`src/rtl/memfifo_pckt_reader.sv`:
```
// Drains PCKTS*WORDS_PER_PCKT 64-bit words from the memory FIFO and slices each into four 16-bit beats, LSB first.
// Latency RE->first beat is RD_LATENCY+1 clocks; a stalled beat (VALID & !READY) holds DOUT/SOP/EOP stable.
module memfifo_pckt_reader #(
  parameter int WORDS_PER_PCKT = 2,
  parameter int RD_LATENCY     = 1
) (
  input  logic        CLK,
  input  logic        RESET_N,
  input  logic        MEMFIFO_DATA_READY,
  input  logic [15:0] MEMFIFO_DATA_PCKTS,
  input  logic [63:0] MEMFIFO_DATA,
  output logic        MEMFIFO_RE,
  output logic [15:0] DOUT,
  output logic        DOUT_VALID,
  input  logic        DOUT_READY,
  output logic        DOUT_SOP,
  output logic        DOUT_EOP,
  output logic        BUSY,
  output logic        XFER_DONE
);

  localparam int WL_W  = 16 + $clog2(WORDS_PER_PCKT) + 1;
  localparam int WIP_W = (WORDS_PER_PCKT > 1) ? $clog2(WORDS_PER_PCKT) : 1;
  localparam logic [1:0]       LAT_LAST = 2'(RD_LATENCY - 1);
  localparam logic [WIP_W-1:0] WIP_LAST = WIP_W'(WORDS_PER_PCKT - 1);

  typedef enum logic [2:0] {IDLE, READ, WAIT, SHIFT, DONE} state_t;

  state_t            state, state_nxt;
  logic              armed, armed_nxt;
  logic [WL_W-1:0]   words_left, words_left_nxt;
  logic [1:0]        lat_cnt, lat_cnt_nxt;
  logic [1:0]        beat, beat_nxt;
  logic [WIP_W-1:0]  word_in_pckt, word_in_pckt_nxt;
  logic [63:0]       hold, hold_nxt;

  logic              re_nxt, valid_nxt, sop_nxt, eop_nxt, busy_nxt, done_nxt;
  logic [15:0]       dout_nxt;

  always_ff @(posedge CLK or negedge RESET_N) begin
    if (!RESET_N) begin
      state        <= IDLE;
      armed        <= 1'b1;
      words_left   <= '0;
      lat_cnt      <= '0;
      beat         <= '0;
      word_in_pckt <= '0;
      hold         <= '0;
      MEMFIFO_RE   <= 1'b0;
      DOUT         <= '0;
      DOUT_VALID   <= 1'b0;
      DOUT_SOP     <= 1'b0;
      DOUT_EOP     <= 1'b0;
      BUSY         <= 1'b0;
      XFER_DONE    <= 1'b0;
    end else begin
      state        <= state_nxt;
      armed        <= armed_nxt;
      words_left   <= words_left_nxt;
      lat_cnt      <= lat_cnt_nxt;
      beat         <= beat_nxt;
      word_in_pckt <= word_in_pckt_nxt;
      hold         <= hold_nxt;
      MEMFIFO_RE   <= re_nxt;
      DOUT         <= dout_nxt;
      DOUT_VALID   <= valid_nxt;
      DOUT_SOP     <= sop_nxt;
      DOUT_EOP     <= eop_nxt;
      BUSY         <= busy_nxt;
      XFER_DONE    <= done_nxt;
    end
  end

  always_comb begin
    state_nxt        = state;
    armed_nxt        = armed;
    words_left_nxt   = words_left;
    lat_cnt_nxt      = lat_cnt;
    beat_nxt         = beat;
    word_in_pckt_nxt = word_in_pckt;
    hold_nxt         = hold;
    case (state)
      IDLE: begin
        if (MEMFIFO_DATA_READY && armed && (MEMFIFO_DATA_PCKTS != 16'd0)) begin
          words_left_nxt   = WL_W'(MEMFIFO_DATA_PCKTS) * WL_W'(WORDS_PER_PCKT);
          word_in_pckt_nxt = '0;
          armed_nxt        = 1'b0;
          state_nxt        = READ;
        end
      end
      READ: begin
        words_left_nxt = words_left - WL_W'(1);
        lat_cnt_nxt    = '0;
        state_nxt      = WAIT;
      end
      WAIT: begin
        if (lat_cnt == LAT_LAST) begin
          hold_nxt  = MEMFIFO_DATA;
          beat_nxt  = '0;
          state_nxt = SHIFT;
        end else begin
          lat_cnt_nxt = lat_cnt + 2'd1;
        end
      end
      SHIFT: begin
        // VALID is always high in SHIFT, so READY alone marks acceptance.
        if (DOUT_READY) begin
          beat_nxt = beat + 2'd1;
          if (beat == 2'd3) begin
            word_in_pckt_nxt = (word_in_pckt == WIP_LAST) ? '0 : word_in_pckt + WIP_W'(1);
            state_nxt        = (words_left != '0) ? READ : DONE;
          end
        end
      end
      DONE:    state_nxt = IDLE;
      default: state_nxt = IDLE;
    endcase
    if (!MEMFIFO_DATA_READY) armed_nxt = 1'b1;
  end

  // Outputs are computed from next-state values so every output comes straight from a flop.
  always_comb begin
    re_nxt    = (state_nxt == READ);
    valid_nxt = (state_nxt == SHIFT);
    done_nxt  = (state_nxt == DONE);
    busy_nxt  = (state_nxt != IDLE);
    dout_nxt  = valid_nxt ? hold_nxt[{beat_nxt, 4'b0000} +: 16] : 16'd0;
    sop_nxt   = valid_nxt && (beat_nxt == 2'd0) && (word_in_pckt_nxt == '0);
    eop_nxt   = valid_nxt && (beat_nxt == 2'd3) && (word_in_pckt_nxt == WIP_LAST);
  end

endmodule

```
`config.mk`:
```
export PLATFORM = sky130hd
export DESIGN_NAME = memfifo_pckt_reader
export DESIGN_NICKNAME = d
export VERILOG_FILES = /design/src/rtl/memfifo_pckt_reader.sv
export SDC_FILE = /design/constraint.sdc
export NUM_CORES = 1
export LEC_CHECK = 0
export CORE_MARGIN = 3
export CORE_UTILIZATION = 52
export CTS_CLUSTER_SIZE = 25
export DETAILED_ROUTE_END_ITERATION = 10
export HOLD_SLACK_MARGIN = 0.06
export PLACE_DENSITY = 0.92
export SYNTH_ARGS = -nofsm -noshare
export SYNTH_HDL_FRONTEND = slang
export SYNTH_SLANG_ARGS = --single-unit
```
`constraint.sdc`:
```
create_clock -name CLK -period 2.75 [get_ports CLK]
set_input_delay 0.55 -clock CLK [delete_from_list [all_inputs] [get_ports CLK]]
set_output_delay 0.55 -clock CLK [all_outputs]
set_load 0.05 [all_outputs]
```
==> flow_metrics.tcl <==
set metrics [dict create \
    outcome "completed" \
    cts_root_buf "clkbuf_8" \
    worstHoldStart "armed$_DFFE_PN1P_" \
    synth-async-reset-ratio 1.00 \
    critPathCaptureType "register" \
    cts_resized 0 \
    hold-worst-slack_ps 471 \
    drv_cap 0 \
    fin_ws_ps 376 \
    grt_pass1_wl_microns 26200 \
    power.leakage_nw 3.25 \
    dp_hpwl_microns 9950 \
    final_antenna_net_count 0 \
    antenna_found_initial 0 \
    drc_errors 0 \
    skew_ps 11.8 \
    first_global_vias 5265 \
    fmax_mhz 421 \
    place_inst 829 \
    crit_fanout 17 \
    dieHeight_microns 107 \
    synth-edff-count 0 \
    area_growth_pct 34.9 \
    first_pass_iters 5 \
    row_count 36 \
    hold_path_depth 2 \
    yosys_most_used_dff "dfrtp_1" \
    tightest_slew_ps 795 \
    min_to "armed$_DFFE_PN1P_" \
    place.gp.congestion 0.934 \
    drive_gt1_frac 0.0892 \
    drtIter0Drc 591 \
    path_class "reg2reg" \
    placed_cell_area_sq_um 6560 \
    diodes 0 \
    hold_viol_final 0 \
    min_path_type "reg2reg" \
    synth-seq-area-share 0.531 \
    syn-num-nets 697 \
    wl_microns 15900 \
    rsz0062_at_grt "false" \
    required_ps 3150 \
    start_util 0.540 \
    path_clk_slew_ps 60 \
    cts_max_level 4 \
    timing.final.max_slew_violations 0 \
    cts_tree "done" \
    avgSynthCellArea_sq_um 8.73 \
    routedWlPerCell_microns 18.4 \
    yosysWarningCount 0 \
    die_w_microns 107 \
    r2r_slack_ps 380 \
    arrival_ps 2770 \
    finalCriticalPeriod_ps 2370 \
    syn_area_sq_um 5330 \
    io_buffers 105 \
    cts_buffers 17 \
    setup_violations 0 \
    final_cell_count_no_fill 862 \
    postSynthCellCount 610 \
    fin_tns_setup_ps 0 \
    grt_usage 0.293 \
    dieArea_sq_um 11500 \
    nets 803 \
    synth.distinct_cells 57 \
    cts_sinks 113 \
    crit_path_start_kind "register" \
    rr_endpoint "DOUT[6]$_DFF_PN0_" \
    io_pins 106 \
    fin_area_sq_um 7190 \
    core_sq_um 9860 \
    rr_worst_depth 8 \
    num_vias 5157 \
    pre_cts_ws_ps 127 \
    fillers 668 \
    worstSkewPairLatency_ps 530 \
    overflow 0 \
    power.density_nw_per_um2 1260 \
    min_period_over_period 0.863 \
    peakVddDrop_mv 0.706 \
    grt_max_degree 81 \
    drt-vias-per-instance 5.98 \
    ctsLongestPathBuffers 2 \
    rr_startpoint "words_left[0]$_DFFE_PN0P_" \
    synth-seq-cells 113 \
    relSlewSlack 0.470 \
]
[power by group]
| part | switching, mW | internal [mW] |
|---|---|---|
| Sequential | 0.524 | 2.43 |
| Combinational | 2.39 | 1.40 |
| Clock | 0.842 | 1.48 |
[per-layer routing]
metal | GRT usage | up-vias | wire (microns)
li1 | - | 2323 | -
met1 | 0.360 | 2461 | 5950
met2 | 0.487 | 325 | 7980
met3 | 0.0819 | 48 | 1480
met4 | 0.121 | 0 | 479
met5 | 0 | - | 0
[area by class of cell]
cell class                 count  area [sq um]  share of cell area
sequential                   113          2830               0.394
multi-input combinational    451          2330               0.325
timing repair buffer         123          1200               0.167
clock buffer                  17           414              0.0576
clock inverter                15           205              0.0286
tap                          133           166              0.0232
inverter                      10          37.5             0.00522
[critical path, stage by stage (launching register included)]
cell and delay, ps:
dfrtp_1 380, inv_1 110, ha_1 190, nor2b_1 420, nand4_2 250, o211ai_2 330
a31oi_4 130, buf_4 240, o2111a_1 200
[registers in the layout, indices dropped and copies added, names as in the netlist, 2 cells and up]
| signal | cells |
|---|---|
| hold | 64 |
| words_left | 18 |
| beat | 2 |
| DOUT | 16 |
| state | 3 |
| lat_cnt | 2 |
[layout by cell type (no fill, tap or decap), types with 4 or more instances in the layout]
master	netlist	final
o2111a_1	16	16
nor2_1	17	17
buf_4	0	17
clkbuf_16	0	16
nor3_1	6	6
or3_1	4	4
a21oi_1	10	10
nand3_1	72	72
inv_1	9	9
o21ai_1	7	6
nand2_1	216	216
inv_6	0	5
clkdlybuf4s50_1	0	104
nor4_1	8	8
o21ai_0	37	37
bufinv_16	0	4
dfrtp_1	112	112
[worst max path at each step]
| stage | startpoint | end | slack, ps | cells after the start |
|---|---|---|---|---|
| after global routing | state[0]$_DFF_PN0_ | DOUT[5]$_DFF_PN0_ | 280 | 6 |
| after detailed placement | MEMFIFO_DATA_PCKTS[2] | DOUT[9]$_DFF_PN0_ | 130 | 7 |
| final | words_left[0]$_DFFE_PN0P_ | DOUT[6]$_DFF_PN0_ | 380 | 8 |
| after CTS | words_left[0]$_DFFE_PN0P_ | DOUT[6]$_DFF_PN0_ | 410 | 8 |
| after floorplan | words_left[13]$_DFFE_PN0P_ | DOUT[10]$_DFF_PN0_ | 680 | 6 |
| after global placement | MEMFIFO_DATA_PCKTS[9] | DOUT[11]$_DFF_PN0_ | 220 | 7 |
[cells by family (layout without fill, tap and decap cells)]
| logic type | count (synthesis) | in the layout | share of synthesized area |
|---|---|---|---|
| flip-flops | 113 | 113 | 0.531 |
| AND/OR/NAND/NOR | 348 | 348 | 0.292 |
| adder cells (fa/ha/maj) | 3 | 3 | 0.00705 |
| buffers and inverters | 46 | 165 | 0.0343 |
| AO/OA/AOI/OAI | 100 | 100 | 0.136 |
[Yosys cell counts (2+ instances only)]
| cell | n | area (sq um) |
|---|---|---|
| dfrtp_1 | 112 | 2800 |
| o2111a_1 | 16 | 180 |
| a21oi_1 | 10 | 50.1 |
| o21bai_1 | 2 | 15.0 |
| nor3b_1 | 2 | 15.0 |
| o211ai_1 | 3 | 22.5 |
| inv_1 | 9 | 33.8 |
| o21ai_1 | 7 | 35.0 |
| o21a_1 | 2 | 15.0 |
| nand3_1 | 72 | 360 |
| and4_1 | 3 | 26.3 |
| o21ai_0 | 37 | 185 |
| nand4_1 | 2 | 12.5 |
| nor2b_1 | 3 | 18.8 |
| nor2_1 | 17 | 63.8 |
| o211a_1 | 2 | 20.0 |
| nor4_1 | 8 | 50.1 |
| a211oi_1 | 3 | 22.5 |
| a221o_1 | 2 | 20.0 |
| buf_1 | 6 | 22.5 |
| a311oi_1 | 3 | 26.3 |
| o21ai_2 | 2 | 17.5 |
| ha_1 | 3 | 37.5 |
| or3_1 | 4 | 25.0 |
| clkbuf_1 | 27 | 101 |
| nor3_1 | 6 | 30.0 |
| buf_2 | 2 | 10.0 |
| nand2_1 | 216 | 811 |
[through the flow]
step | util | power (mW)
after floorplan | - | 5.35
after global placement | 0.665 | 6.34
after detailed placement | 0.665 | 6.58
after CTS | 0.728 | 9.02
after global routing | 0.728 | 9.59
final | 0.728 | 9.07
[repair_timing]
action | 4_1_cts | 5_1_grt
setup buffers | 0 | 0
hold endpoints to repair | 44 | 0
hold buffers | 1 | 0
Note: power is estimated with default switching activity, not from simulation.
